--- src/rtl/march_bist_engine.sv ---
// March C- memory BIST engine.
//
// Runs March C- (M0 up w0; M1 up r0,w1; M2 up r1,w0; M3 down r0,w1; M4 down r1,w0;
// M5 down r0) over a 2^A_WIDTH x WIDTH memory using a solid and/or checkerboard
// background. Each op takes one cycle, each read is followed by one compare cycle,
// and one NEXT_ELEM cycle separates elements, so one background is 15*DEPTH+6 cycles.
//
// Ports:
//   clk, rst (async active-low)       clock and reset
//   start, mode[1:0], stop_on_fail    test request, background select, abort on mismatch
//   mem_addr, mem_wdata, mem_wr,      memory interface; mem_rdata valid one cycle
//   mem_rd, mem_rdata                 after mem_rd
//   busy, done, fail, fail_count      test status
//   fail_addr, fail_exp, fail_act     first-fail log
//
// Optional feature: define BIST_FAIL_LOG_EN to capture the first mismatch into the
// fail log; otherwise the log outputs are tied to zero.
module march_bist_engine #(
  parameter int unsigned A_WIDTH   = 4,
  parameter int unsigned WIDTH     = 4,
  parameter int unsigned CNT_WIDTH = 8
) (
  input  logic                 clk,
  input  logic                 rst,
  input  logic                 start,
  input  logic [1:0]           mode,
  input  logic                 stop_on_fail,
  output logic [A_WIDTH-1:0]   mem_addr,
  output logic [WIDTH-1:0]     mem_wdata,
  output logic                 mem_wr,
  output logic                 mem_rd,
  input  logic [WIDTH-1:0]     mem_rdata,
  output logic                 busy,
  output logic                 done,
  output logic                 fail,
  output logic [CNT_WIDTH-1:0] fail_count,
  output logic [A_WIDTH-1:0]   fail_addr,
  output logic [WIDTH-1:0]     fail_exp,
  output logic [WIDTH-1:0]     fail_act
);

  typedef enum logic [2:0] {
    StIdle, StWrite, StRead, StCmp, StNextElem, StDone
  } state_e;

  localparam logic [A_WIDTH-1:0]   AddrLast  = '1;
  localparam logic [CNT_WIDTH-1:0] CntMax    = '1;
  // Checkerboard "0": bit0 = 1, alternating upward.
  localparam logic [WIDTH-1:0]     CbPattern = {(WIDTH / 2){2'b01}};
  localparam logic [2:0]           ElemLast  = 3'd5;

  state_e                 state_q, state_d;
  logic [2:0]             elem_q, elem_d;
  logic [A_WIDTH-1:0]     addr_q, addr_d;
  logic                   cb_q, cb_d;          // current background is checkerboard
  logic                   two_pass_q, two_pass_d;
  logic                   sof_q, sof_d;
  logic                   fail_q, fail_d;
  logic [CNT_WIDTH-1:0]   cnt_q, cnt_d;

  logic [WIDTH-1:0]       bg;
  logic [WIDTH-1:0]       wr_data;
  logic [WIDTH-1:0]       exp_data;
  logic                   down;
  logic [A_WIDTH-1:0]     addr_end;
  logic [A_WIDTH-1:0]     addr_step;
  logic                   mismatch;
  logic                   accept;

  always_comb begin
    bg        = cb_q ? CbPattern : '0;
    // Write polarity is 1 in M1/M3, read polarity is 1 in M2/M4.
    wr_data   = bg ^ {WIDTH{elem_q[0]}};
    exp_data  = bg ^ {WIDTH{~elem_q[0]}};
    down      = (elem_q >= 3'd3);
    addr_end  = down ? '0 : AddrLast;
    addr_step = down ? (addr_q - 1'b1) : (addr_q + 1'b1);
    mismatch  = (state_q == StCmp) && (mem_rdata != exp_data);
    accept    = start && ((state_q == StIdle) || (state_q == StDone));
  end

  always_comb begin
    state_d    = state_q;
    elem_d     = elem_q;
    addr_d     = addr_q;
    cb_d       = cb_q;
    two_pass_d = two_pass_q;
    sof_d      = sof_q;
    fail_d     = fail_q;
    cnt_d      = cnt_q;
    unique case (state_q)
      StIdle, StDone: begin
        if (accept) begin
          state_d    = StWrite;
          elem_d     = 3'd0;
          addr_d     = '0;
          cb_d       = (mode == 2'b01);
          two_pass_d = mode[1];
          sof_d      = stop_on_fail;
          fail_d     = 1'b0;
          cnt_d      = '0;
        end
      end
      StWrite: begin
        if (addr_q == addr_end) begin
          state_d = StNextElem;
        end else begin
          addr_d  = addr_step;
          state_d = (elem_q == 3'd0) ? StWrite : StRead;
        end
      end
      StRead: state_d = StCmp;
      StCmp: begin
        if (mismatch) begin
          fail_d = 1'b1;
          if (cnt_q != CntMax) cnt_d = cnt_q + 1'b1;
        end
        if (mismatch && sof_q) begin
          state_d = StDone;
        end else if (elem_q == ElemLast) begin
          if (addr_q == addr_end) begin
            state_d = StNextElem;
          end else begin
            addr_d  = addr_step;
            state_d = StRead;
          end
        end else begin
          state_d = StWrite;
        end
      end
      StNextElem: begin
        if (elem_q == ElemLast) begin
          if (two_pass_q && !cb_q) begin
            cb_d    = 1'b1;
            elem_d  = 3'd0;
            addr_d  = '0;
            state_d = StWrite;
          end else begin
            state_d = StDone;
          end
        end else begin
          elem_d  = elem_q + 3'd1;
          // M3..M5 start at the top of memory.
          addr_d  = (elem_q >= 3'd2) ? AddrLast : '0;
          state_d = StRead;
        end
      end
      default: state_d = StIdle;
    endcase
  end

  always_ff @(posedge clk or negedge rst) begin
    if (!rst) begin
      state_q    <= StIdle;
      elem_q     <= 3'd0;
      addr_q     <= '0;
      cb_q       <= 1'b0;
      two_pass_q <= 1'b0;
      sof_q      <= 1'b0;
      fail_q     <= 1'b0;
      cnt_q      <= '0;
    end else begin
      state_q    <= state_d;
      elem_q     <= elem_d;
      addr_q     <= addr_d;
      cb_q       <= cb_d;
      two_pass_q <= two_pass_d;
      sof_q      <= sof_d;
      fail_q     <= fail_d;
      cnt_q      <= cnt_d;
    end
  end

`ifdef BIST_FAIL_LOG_EN
  logic [A_WIDTH-1:0] fail_addr_q, fail_addr_d;
  logic [WIDTH-1:0]   fail_exp_q, fail_exp_d;
  logic [WIDTH-1:0]   fail_act_q, fail_act_d;

  always_comb begin
    fail_addr_d = fail_addr_q;
    fail_exp_d  = fail_exp_q;
    fail_act_d  = fail_act_q;
    if (accept) begin
      fail_addr_d = '0;
      fail_exp_d  = '0;
      fail_act_d  = '0;
    end else if (mismatch && !fail_q) begin
      fail_addr_d = addr_q;
      fail_exp_d  = exp_data;
      fail_act_d  = mem_rdata;
    end
  end

  always_ff @(posedge clk or negedge rst) begin
    if (!rst) begin
      fail_addr_q <= '0;
      fail_exp_q  <= '0;
      fail_act_q  <= '0;
    end else begin
      fail_addr_q <= fail_addr_d;
      fail_exp_q  <= fail_exp_d;
      fail_act_q  <= fail_act_d;
    end
  end

  assign fail_addr = fail_addr_q;
  assign fail_exp  = fail_exp_q;
  assign fail_act  = fail_act_q;
`else
  assign fail_addr = '0;
  assign fail_exp  = '0;
  assign fail_act  = '0;
`endif

  // Strobes decode straight from state so an asynchronous reset drops them at once.
  always_comb begin
    mem_wr     = (state_q == StWrite);
    mem_rd     = (state_q == StRead);
    mem_addr   = addr_q;
    mem_wdata  = mem_wr ? wr_data : '0;
    busy       = (state_q != StIdle) && (state_q != StDone);
    done       = (state_q == StDone);
    fail       = fail_q;
    fail_count = cnt_q;
  end

endmodule

--- config.mk ---
export PLATFORM = sky130hd
export DESIGN_NAME = march_bist_engine
export DESIGN_NICKNAME = d
export VERILOG_FILES = /design/src/rtl/march_bist_engine.sv
export SDC_FILE = /design/constraint.sdc
export NUM_CORES = 1
export LEC_CHECK = 0
export CAP_MARGIN = 10
export CORE_MARGIN = 4
export CORE_UTILIZATION = 52
export CTS_BUF_LIST = sky130_fd_sc_hd__clkbuf_16
export DETAILED_ROUTE_END_ITERATION = 12
export GPL_ROUTABILITY_DRIVEN = 0
export PLACE_DENSITY = 0.85
export SLEW_MARGIN = 40
export SYNTH_ARGS = -nofsm -noshare
export SYNTH_HDL_FRONTEND = slang
export SYNTH_SLANG_ARGS = --single-unit
--- constraint.sdc ---
create_clock -name clk -period 6.2 [get_ports clk]
set_input_delay 1.86 -clock clk [delete_from_list [all_inputs] [get_ports clk]]
set_output_delay 1.86 -clock clk [all_outputs]
set_load 0.005 [all_outputs]
==> flow_summary.ini <==
[run_status]
status = finished, final reports clean

[detailed_routing]
avgViaCountPerCell = 5.62
post-route-drc-count = 0
drt_first_pass_iters = 4
num_vias = 1423
drt-total-wl_um = 3630
routedWlPerCell_um = 14.4
first_iter_violations = 79
antenna_left = 0

[cells_and_area]
drive_gt1_share_pct = 7.66
layout.nets = 227
final_util_pct = 64.7
synthToLayoutAreaGrowth_pct = 19.9
diodes = 0
nFillCells = 266
fin_cells = 253

[clock_tree]
cts_root_buffer = clkbuf_16
clk_path_buf_depth = 2
cts.reportedPaths.clkPinSlew_ns = 0.06
htreeDepth = 1
cts.repair.resized = 0
clock_sinks = 22
cts_buffers = 3
cts_tree = built
postCtsSetupRepairBufs = 0
holdBufCountCts = 0
clock_latency_ns = 0.25

[synth]
synth_edf_count = 0
ys.flop_type = dfrtp_1
post-synth-top-count-cell = dfrtp_1
synth_top_area_share_pct = 33.4
synth-seq-cells = 22
syn-cell-area_um2 = 1650
ys_seq_area_share_pct = 33.4
synth_area_leader_cell = dfrtp_1
synth.distinct_cells = 52
netlist_top_cells_area = dfrtp_1 33%, buf_4 6.4%, o21ai_0 5.2%, nand2_1 4.6%, ha_1 3.8%
ys_warn_count = 0
syn_inst = 186
ys_async_sr_fraction_pct = 100
synth_common_cells = 22 x dfrtp_1, 20 x nand2_1, 17 x o21ai_0, 14 x buf_4, 10 x inv_1
syn_area_per_cell_um2 = 8.85

[floorplan]
start_util_pct = 53.9
die_h_um = 64.3
row_count = 20
ioPinCount = 43
dieArea_um2 = 4130
core-area_um2 = 3050
die_x_um = 64.3

[worst_setup_path]
critPathTopFamily = simple AND/OR/NAND/NOR gates
path_buf_inv = 1
cp_slowest_cell = a2111oi_4
path_max_fanout = 4
critPathLaunchType = primary input
worstPathArrival_ns = 4.07
critical_path.endpoint_type = flip-flop
crit_required_ns = 6.34
cpPeakStageDelay_ns = 0.50
setup.worst_path.class = primary input to flip-flop
crit_chain = clkdlybuf4s50_1 -> or3_1 -> a2111oi_4 -> nor4_2 -> or3_4 -> mux2_4
rrSetupSlack_ns = 2.92

[sta]
final_max_slew_viol_count = 0
period_needed_ns = 3.94
whs_ns = 0.510
final.period_utilization_pct = 63.5
setup_viol = 0
slew_headroom_pct = 54.4
tns_ns = 0
tightest_slew_ns = 0.682
fmax_ghz = 0.254
finClkSkew_ns = 0.00164
hold_viol = 0
rsz0062_at_grt = no

[pwr]
p_int_mw = 0.449
power_mw = 0.722
p_comb_share_pct = 48.3
switching_share_pct = 37.7
powerDensity_nw_per_um2 = 366
peakVddDrop_v = 0.000151
p_switching_mw = 0.272
p_leak_nw = 0.850
sequentialPowerShare_pct = 33.2
power_frac_clock_pct = 18.5

[global_route]
grt_pass1_wl_um = 6240
grt_pass1_vias = 1358
grt_max_degree = 23
grtUsageTotal_pct = 18.9
grt-ovfl-total = 0
antenna_found_initial = 0

[run]
drv_cap = 0

[placement]
numPortBuffers = 30
dp_hpwl_um = 2750
place_inst = 250

[hold_path]
hold_class = flip-flop to flip-flop
## through the flow
step,instance area [um2],setup slack (ns)
after floorplan,1690,2.62
after global placement,1890,2.11
after detailed placement,1890,2.02
after CTS,1970,2.25
after global routing,1970,2.19
final,1970,2.26
## cell families after synthesis
group | Yosys count | synth area share (%)
compound gates | 43 | 17.7
xor+xnor | 4 | 2.13
fa+ha+maj | 6 | 5.02
buf+inv | 31 | 11.4
flops | 22 | 33.4
mux | 8 | 5.78
other cells | 1 | 0.228
simple gates | 71 | 24.3
## worst register-to-register path: cells and delay by family (launching register included)
| kind | cells | cell delay (ns) |
|---|---|---|
| buf+inv | 1 | 0.16 |
| compound gates | 1 | 0.40 |
| flops | 1 | 0.52 |
| simple gates | 4 | 0.96 |
| mux | 2 | 0.59 |
| fa+ha+maj | 2 | 0.53 |
## area by class of cell
type / count / area (um2) / share of cell area [%]
sequential: 22 / 551 / 27.9
timing repair buffer: 30 / 295 / 15.0
tap: 44 / 55.1 / 2.79
multi-input combinational: 144 / 961 / 48.7
clock buffer: 3 / 75.1 / 3.80
inverter: 10 / 37.5 / 1.90
## worst paths after layout
kind                              start             to  cells after the start
setup / recovery           mem_rdata[0]    mem_addr[1]                      6
hold / removal                     fail           fail                      2
setup reg to reg              elem_q[0]    mem_addr[1]                     10
hold reg to reg                    fail           fail                      2
max in group asynchronous           rst      elem_q[0]                      1
min in group asynchronous           rst  fail_count[0]                      1
## placed cells by master, fill, tap and decap left out, types with 3 or more instances in the layout
cell / count
nor2_1: 8
clkdlybuf4s50_1: 29
dfrtp_1: 22
a21oi_1: 9
inv_1: 10
mux2i_1: 5
or3_1: 3
nand3_1: 5
mux2_4: 3
nand2b_1: 3
and2_1: 3
nor3_1: 5
nand2_1: 20
clkbuf_16: 3
nor2b_1: 3
nor3b_1: 3
ha_1: 5
conb_1: 12
o21ai_0: 17
a221oi_1: 3
## layer usage
| layer | GRT usage (%) | vias to the layer above | part of all wire [%] |
|---|---|---|---|
| met5 | 0 | - | 0 |
| met4 | 6.07 | 0 | 0.80 |
| met3 | 2.46 | 2 | 5.4 |
| met2 | 31.6 | 51 | 48 |
| met1 | 25.1 | 680 | 46 |
| li1 | - | 690 | - |
## power groups by stage
stage | logic [mW] | clock network, mW | registers [mW]
floorplan | 0.269 | 0 | 0.206
global placement | 0.336 | 0 | 0.238
detailed placement | 0.348 | 0 | 0.240
CTS | 0.350 | 0.136 | 0.238
global route | 0.386 | 0.143 | 0.248
finish | 0.349 | 0.133 | 0.239
## state kept, by name, indices dropped and copies added, names as in the netlist
register,count
fail_count,8
mem_addr,4
elem_q,3
state_q,3
cb_q,1
fail,1
sof_q,1
two_pass_q,1
(Power assumes the default switching activity.)
